`src/rtl/alu_pkg.sv`:
```
// Shared definitions for the ALU issue controller: op codes, FSM encoding
// and the bit positions of the captured ALU status flags.
package alu_pkg;

    localparam logic [2:0] OP_AND = 3'b000;
    localparam logic [2:0] OP_OR  = 3'b001;
    localparam logic [2:0] OP_ADD = 3'b010;
    localparam logic [2:0] OP_SUB = 3'b011;
    localparam logic [2:0] OP_LI  = 3'b100;
    localparam logic [2:0] OP_SLT = 3'b111;

    localparam int FLG_LT   = 0;
    localparam int FLG_EQ   = 1;
    localparam int FLG_GT   = 2;
    localparam int FLG_CIN  = 3;
    localparam int FLG_COUT = 4;
    localparam int FLG_OVF  = 5;

    typedef enum logic [1:0] {
        S_IDLE = 2'd0,
        S_READ = 2'd1,
        S_EXEC = 2'd2,
        S_WB   = 2'd3
    } alu_state_e;

    // Op codes that are forwarded unchanged to the external ALU.
    function automatic logic is_alu_op(input logic [2:0] op);
        return (op == OP_AND) || (op == OP_OR) || (op == OP_ADD) ||
               (op == OP_SUB) || (op == OP_SLT);
    endfunction

endpackage

```
`src/rtl/alu_regfile.sv`:
```
// NREGS x DATA_W register file: two combinational operand read ports, one
// combinational debug read port, one synchronous write port, async clear.
module alu_regfile #(
    parameter int DATA_W = 16,
    parameter int NREGS  = 8,
    parameter int ADDR_W = $clog2(NREGS)
) (
    input  logic              clk,
    input  logic              rst_n,
    input  logic [ADDR_W-1:0] rd_addr_a,
    input  logic [ADDR_W-1:0] rd_addr_b,
    output logic [DATA_W-1:0] rd_data_a,
    output logic [DATA_W-1:0] rd_data_b,
    input  logic [ADDR_W-1:0] dbg_addr,
    output logic [DATA_W-1:0] dbg_data,
    input  logic              wr_en,
    input  logic [ADDR_W-1:0] wr_addr,
    input  logic [DATA_W-1:0] wr_data
);

    logic [DATA_W-1:0] mem [NREGS];

    always_ff @(posedge clk or negedge rst_n) begin
        if (!rst_n) begin
            for (int i = 0; i < NREGS; i++) begin
                mem[i] <= '0;
            end
        end else if (wr_en) begin
            mem[wr_addr] <= wr_data;
        end
    end

    assign rd_data_a = mem[rd_addr_a];
    assign rd_data_b = mem[rd_addr_b];
    assign dbg_data  = mem[dbg_addr];

endmodule

```
`src/rtl/alu_issue_ctrl.sv`:
```
// Sequential issue front-end for the external combinational ALU: accepts an
// instruction, reads operands, drives the ALU, captures z/flags, writes back.
module alu_issue_ctrl
    import alu_pkg::*;
#(
    parameter int DATA_W = 16,
    parameter int IMM_W  = 10,
    parameter int NREGS  = 8
) (
    input  logic              clk,
    input  logic              rst_n,
    input  logic              instr_valid,
    output logic              instr_ready,
    input  logic [15:0]       instr,
    output logic [DATA_W-1:0] alu_x,
    output logic [DATA_W-1:0] alu_y,
    output logic [2:0]        alu_c,
    input  logic [DATA_W-1:0] alu_z,
    input  logic              alu_c_in,
    input  logic              alu_c_out,
    input  logic              alu_lt,
    input  logic              alu_eq,
    input  logic              alu_gt,
    input  logic              alu_overflow,
    output logic [5:0]        flags,
    output logic              done,
    output logic              illegal,
    input  logic [2:0]        dbg_addr,
    output logic [DATA_W-1:0] dbg_data,
    output alu_state_e        dbg_state
);

    // Handshake: an instruction transfers on a rising edge where
    // instr_valid && instr_ready; instr_ready is high only in S_IDLE, and a
    // valid presented while not ready is neither latched nor queued.

    alu_state_e        state, state_nxt;
    logic [15:0]       instr_q;
    logic [DATA_W-1:0] result_q;
    logic [DATA_W-1:0] rd_data_a, rd_data_b;
    logic              instr_fire;
    logic [2:0]        op_in;

    assign op_in      = instr[15:13];
    assign instr_fire = instr_valid && instr_ready;
    assign dbg_state  = state;

    always_ff @(posedge clk or negedge rst_n) begin
        if (!rst_n) begin
            state <= S_IDLE;
        end else begin
            state <= state_nxt;
        end
    end

    always_comb begin
        state_nxt   = state;
        instr_ready = 1'b0;
        done        = 1'b0;
        case (state)
            S_IDLE: begin
                instr_ready = 1'b1;
                if (instr_valid) begin
                    if (is_alu_op(op_in)) begin
                        state_nxt = S_READ;
                    end else if (op_in == OP_LI) begin
                        state_nxt = S_WB;
                    end else begin
                        state_nxt = S_IDLE;
                    end
                end
            end
            S_READ:  state_nxt = S_EXEC;
            S_EXEC:  state_nxt = S_WB;
            S_WB: begin
                done      = 1'b1;
                state_nxt = S_IDLE;
            end
            default: state_nxt = S_IDLE;
        endcase
    end

    always_ff @(posedge clk or negedge rst_n) begin
        if (!rst_n) begin
            instr_q  <= '0;
            result_q <= '0;
            alu_x    <= '0;
            alu_y    <= '0;
            alu_c    <= '0;
            flags    <= '0;
            illegal  <= 1'b0;
        end else begin
            illegal <= instr_fire && !is_alu_op(op_in) && (op_in != OP_LI);
            if (instr_fire) begin
                instr_q <= instr;
                if (op_in == OP_LI) begin
                    result_q <= {{(DATA_W-IMM_W){1'b0}}, instr[IMM_W-1:0]};
                end
            end
            if (state == S_READ) begin
                alu_x <= rd_data_a;
                alu_y <= rd_data_b;
                alu_c <= instr_q[15:13];
            end
            if (state == S_EXEC) begin
                result_q <= alu_z;
                flags[FLG_LT]   <= alu_lt;
                flags[FLG_EQ]   <= alu_eq;
                flags[FLG_GT]   <= alu_gt;
                flags[FLG_CIN]  <= alu_c_in;
                flags[FLG_COUT] <= alu_c_out;
                flags[FLG_OVF]  <= alu_overflow;
            end
        end
    end

    // Write-back lands on the edge leaving S_WB, so a following READ sees it.
    alu_regfile #(
        .DATA_W (DATA_W),
        .NREGS  (NREGS)
    ) u_regfile (
        .clk       (clk),
        .rst_n     (rst_n),
        .rd_addr_a (instr_q[9:7]),
        .rd_addr_b (instr_q[6:4]),
        .rd_data_a (rd_data_a),
        .rd_data_b (rd_data_b),
        .dbg_addr  (dbg_addr),
        .dbg_data  (dbg_data),
        .wr_en     (state == S_WB),
        .wr_addr   (instr_q[12:10]),
        .wr_data   (result_q)
    );

endmodule

```
`config.mk`:
```
export PLATFORM = sky130hd
export DESIGN_NAME = alu_issue_ctrl
export DESIGN_NICKNAME = d
export VERILOG_FILES = /design/src/rtl/alu_pkg.sv /design/src/rtl/alu_regfile.sv /design/src/rtl/alu_issue_ctrl.sv
export SDC_FILE = /design/constraint.sdc
export NUM_CORES = 1
export LEC_CHECK = 0
export BUFFER_PORTS_ARGS = -buffer_cell sky130_fd_sc_hd__buf_4
export CORE_MARGIN = 5
export CORE_UTILIZATION = 60
export DETAILED_ROUTE_END_ITERATION = 10
export MAX_ROUTING_LAYER = met4
export PLACE_DENSITY = 0.81
export SLEW_MARGIN = 30
export SYNTH_ARGS = -nofsm -noshare
export SYNTH_HDL_FRONTEND = slang
export SYNTH_SLANG_ARGS = --single-unit
```
`constraint.sdc`:
```
create_clock -name clk -period 2.5 [get_ports clk]
set_clock_uncertainty 0.05 [all_clocks]
set_input_delay 0.5 -clock clk [delete_from_list [all_inputs] [get_ports clk]]
set_output_delay 0.5 -clock clk [all_outputs]
set_load 0.01 [all_outputs]
```
# Yosys cells after proc, flatten, opt, wreduce, memory -nomap -nowiden
# Cells that the tools add are included.
# word_totals
ff_bits	204
out_inout_bits	62
elab_cells	70
# op_classes
order_cmp	5
n_eq_ne	10
muxes	21
bitwise	4
n_reduce_logical	14
# op_table
op	count
16-bit two-way mux	10
16-bit binary-select mux with 3-bit select	3
128-bit bitwise mux	1
16-bit demux with 3-bit select	1
4-bit greater-or-equal comparator (second input constant)	4
3-bit NOT with 4-bit output	4
2-bit one-hot mux with 4 select lines	1
3-bit by 2-bit equality test with 1-bit output (second input constant)	2
3-bit equality test (second input constant)	2
2-bit two-way mux	3
2-bit equality test (second input constant)	2
1-bit logical AND	4
1-bit logical OR	4
4-bit by 1-bit < comparator with 1-bit output (second input constant)	1
2-bit nonzero test	2
3-bit by 1-bit equality test with 1-bit output (second input constant)	1
3-bit zero test	1
3-bit != test (second input constant)	1
2-bit by 1-bit equality test with 1-bit output (second input constant)	1
2-bit zero test	1
1-bit two-way mux	2
2-bit != test (second input constant)	1
2-bit AND reduction	1
1-bit zero test	1

# Longest topological paths before layout
# logic_depth
word_depth	8
depth_mapped	7
ltp_nobuf	5

# Modules after synthesis
# Synthesis repeated with hierarchy kept, for this count alone.
# unflattened
cells_unflattened	682
area_unflattened_um2	10988.0
# by_module_without_submodules
mod	n_inst	cells_each	area_each_um2	seq_area_each_um2
alu_regfile	1	450	8071.5	3203.1
alu_issue_ctrl	1	232	2916.5	1801.7

# Least setup slack after synthesis
# No wires, ideal clock.
# synth_timing
kind	input-to-output
startpoint	in dbg_addr[0]
endpoint	out dbg_data[1]
t_arrival_ns	1.590
required_time_ns	1.950
setup_slack_ns	0.360
path_stages	4
n_path_buf	2
cell_sequence	buf_6 > buf_6 > mux4_1 > mux2_2
# synth_between
elab_chain_len	4
# synth_lines
item	line	source
start, declared	alu_issue_ctrl.sv:28	input logic [2:0] dbg_addr,
3-bit NOT with 4-bit output (implied by the code)	alu_regfile.sv:35	assign dbg_data = mem[dbg_addr];
16-bit binary-select mux with 3-bit select	alu_regfile.sv:35	
16-bit two-way mux (implied by the code) (2 in series)	alu_regfile.sv:35	
end, declared	alu_issue_ctrl.sv:29	output logic [DATA_W-1:0] dbg_data,
# No other way between the ends. The select of a mux whose other input is x is not followed.

# Final worst setup path
# layout_timing
startpoint	in dbg_addr[0]
endpoint	out dbg_data[2]
# The elaborated chain is that of the path after synthesis.

==> results.md <==
- Status: complete, but fails checks
- Failing checks: negative hold slack
- Worst r2r src: dbg_state[0]$_DFFE_PN0P_
- Io pins: 106
- Setup TNS: 0 ns
- Unique masters post-synth: 37
- Reg2reg end: u_regfile.mem[5]$_DFFE_PN0P_
- Seq pwr share: 37.1%
- DR vias: 7944
- Nets: 1019
- Initial Util: 61.2%
- Path depth of the worst reg2reg path: 3
- FF+latch count, synth: 200
- Hold Buf Count CTS: 0
- Synth area leaders: dfrtp_1 (45%), mux2_2 (15%), mux2i_1 (8.8%)
- Routability cong.: 0.867
- Static Leakage: 6.03 nW
- DR WL/cell: 24.2 um
- Clk buf depth: 2
- GRT Overall Usage: 29.0%
- Vias in the first global route: 8410
- Top FF cell, synth: dfrtp_1
- Max_slew headroom: 43.3%
- Post-route clock period utilization: 95.1%
- RSZ-0062 raised after global routing: false
- Crit-path max FO: 10
- HPWL after DPL: 18700 um
- Register Area: 5010 um^2
- Final ANT Viol Nets: 0
- Mapped cell area: 11100 um^2
- Avg Vias per Cell: 6.55
- Leading area contributor after synthesis: dfrtp_1
- Top-count cell post-synth: dfrtp_1
- Hold crit path type: input port to asynchronous set/reset pin
- Fmax: 420 MHz
- Drt drc: 0
- Worst R2R Setup Slack: 0.20 ns
- CTS tree: yes
- Peak supply drop: 0.000795 V
- Worst hold slack: -0.00701 ns
- Final wirelength: 29400 um
- Synth Instances: 879
- Synth top area share: 45.2%
- IO buf count: 105
- Post-synthesis compound-gate area fraction: 9.35%
- Syn Nets: 928
- Combinational Power Share: 45.1%
- Tightest Pin Transition: 0.848 ns
- Share of layout cells above drive strength 1: 36.6%
- Simple-gate share of the synthesized area: 9.25%
- Xor and xnor area share after synthesis: 0.0791%
- Worst Setup End Kind: primary output
- First-pass GRT wire length: 46800 um
- Final Non-Filler Cells: 1212
- Die width: 146 um
- Area Overhead vs Synth: 16.1%
- Crit path DAT: 1.83 ns
- Startpoint types: input port
- CP required: 1.95 ns
- GRT Residual Overflow: 0
- Placed cells: 1180
- Sw frac: 38.5%
- Num CTS Buffers: 17
- Post-CTS resize count: 0
- Final count of hold timing violations: 5
- Multi-input gate area: 5640 um^2
- Fraction of synthesized area in multiplexers: 31.7%
- N_diodes: 0
- Final Max Tran Viols: 0
- Power Dens Cells: 1310 nW/um^2
- DRT iter0 DRCs: 633
- Setup violators final: 0
- Core ar.: 18100 um^2
- Post-synth EDFFs: 0
- End-of-flow core utilization: 71.0%
- Clk root buf: clkbuf_16
- Main combinational cell family by area after synthesis: multiplexers
- Yosys warns: 0
- Fin crit period: 2.38 ns
- Initial antenna violation count: 0
- Row cnt: 49
- Clock Sinks: 200
- Psw: 6.48 mW
- Int Pwr: 10.3 mW
- Clock power share: 17.8%
- Adder-cell share of the synthesized area: 0.565%
- Commonest cells post-synth: dfrtp_1 (200), mux2_2 (143), mux2i_1 (97)
- Die area: 21300 um^2
- Largest net degree at the start of global routing: 62
- Setup Fix Bufs, Post-CTS: 0
- Synth Area per Inst: 12.6 um^2
- Post-synth ARST share: 100%
- Die height: 146 um
- Placed Area: 12200 um^2
- Reg clk slew, reported paths: 0.07 ns
- Max cap viols: 0
- Worst skew pair latency: 0.43 ns
- H-Tree Depth: 4
- CP Class: input port to primary output
- FILL cells: 1253
- Post-route cell area: 12800 um^2
- TritonRoute pass-1 iters: 5
- Seq/Total Area, Yosys: 45.2%
-- logic make-up (layout without fill, tap and decap cells) --
kind of cell             after synthesis  count (layout)
buffers and inverters                 78             182
adder cells (fa/ha/maj)                5               5
AND/OR/NAND/NOR                      182             182
flip-flops                           200             200
AO/OA/AOI/OAI                        131             131
XOR/XNOR                               1               1
multiplexers                         282             282
-- power groups by stage --
stage / sequential [mW] / combinational [mW] / clock (mW)
final: 6.24 / 7.59 / 2.99
after global routing: 6.42 / 8.19 / 3.17
after CTS: 6.18 / 7.56 / 3.01
after detailed placement: 6.23 / 7.49 / 0
after global placement: 6.13 / 7.34 / 0
after floorplan: 5.72 / 5.30 / 0
-- area by class of cell --
class	count	share of cell area, %
inverters	3	0.0877
multi-input cells	601	43.9
clock buffers	22	3.69
clock inverters	10	1.29
flip-flops and latches	200	39.0
well taps	229	2.23
repair buffers	147	9.81
-- state kept, by name, summed over array words and instances (netlist names) --
register,flops
flags,6
alu_y,16
alu_x,16
alu_c,3
dbg_state,2
instr_q,12
result_q,16
u_regfile.mem,128
illegal,1
-- stage by stage --
stage	hold WS, ns	power, mW	setup WS (ns)
global placement	0.403	13.5	0.137
CTS	0.0128	16.7	0.119
detailed placement	0.415	13.7	0.105
finish	-0.00701	16.8	0.122
global route	0.0287	17.8	0.0803
floorplan	0.154	11.0	0.360
-- worst max-delay path by stage --
stage | endpoint | slack, ns | from
after CTS | dbg_data[2] | 0.12 | dbg_addr[0]
after detailed placement | dbg_data[12] | 0.11 | dbg_addr[0]
after global placement | dbg_data[3] | 0.14 | dbg_addr[0]
after floorplan | dbg_data[1] | 0.36 | dbg_addr[0]
final | dbg_data[2] | 0.12 | dbg_addr[0]
after global routing | dbg_data[2] | 0.08 | dbg_addr[0]
-- worst max-delay path, cell delays in order --
cell	delay, ns
buf_4	0.17
buf_12	0.17
mux4_1	0.56
mux2_2	0.28
buf_4	0.14
-- layer usage --
layer	vias up	wire [um]	track usage [%]
li1	3480	-	-
met1	4038	12400	38.6
met2	362	13900	44.8
met3	64	2440	5.39
met4	0	722	10.5
met5	-	0	-
-- placed cells by master, fill, tap and decap left out, types with 2 or more instances in the layout --
| cell | n |
|---|---|
| mux2_2 | 143 |
| buf_4 | 134 |
| dfrtp_4 | 2 |
| nand4b_2 | 3 |
| nand2_1 | 45 |
| a22oi_1 | 32 |
| clkinvlp_4 | 3 |
| buf_12 | 12 |
| inv_1 | 3 |
| a31oi_1 | 10 |
| bufinv_16 | 4 |
| a41o_1 | 32 |
| a211o_1 | 32 |
| mux2i_1 | 97 |
| mux4_1 | 14 |
| mux4_2 | 18 |
| mux2_4 | 10 |
| nand2b_1 | 2 |
| nor2b_1 | 67 |
| clkbuf_8 | 4 |
| o21ai_0 | 23 |
| ha_1 | 4 |
| nor2_1 | 13 |
| clkbuf_16 | 17 |
| inv_6 | 2 |
| nand3_1 | 42 |
| dfrtp_1 | 198 |
| nor3b_4 | 2 |
| clkbuf_1 | 2 |
No activity file was read; power rests on OpenSTA's default activity.
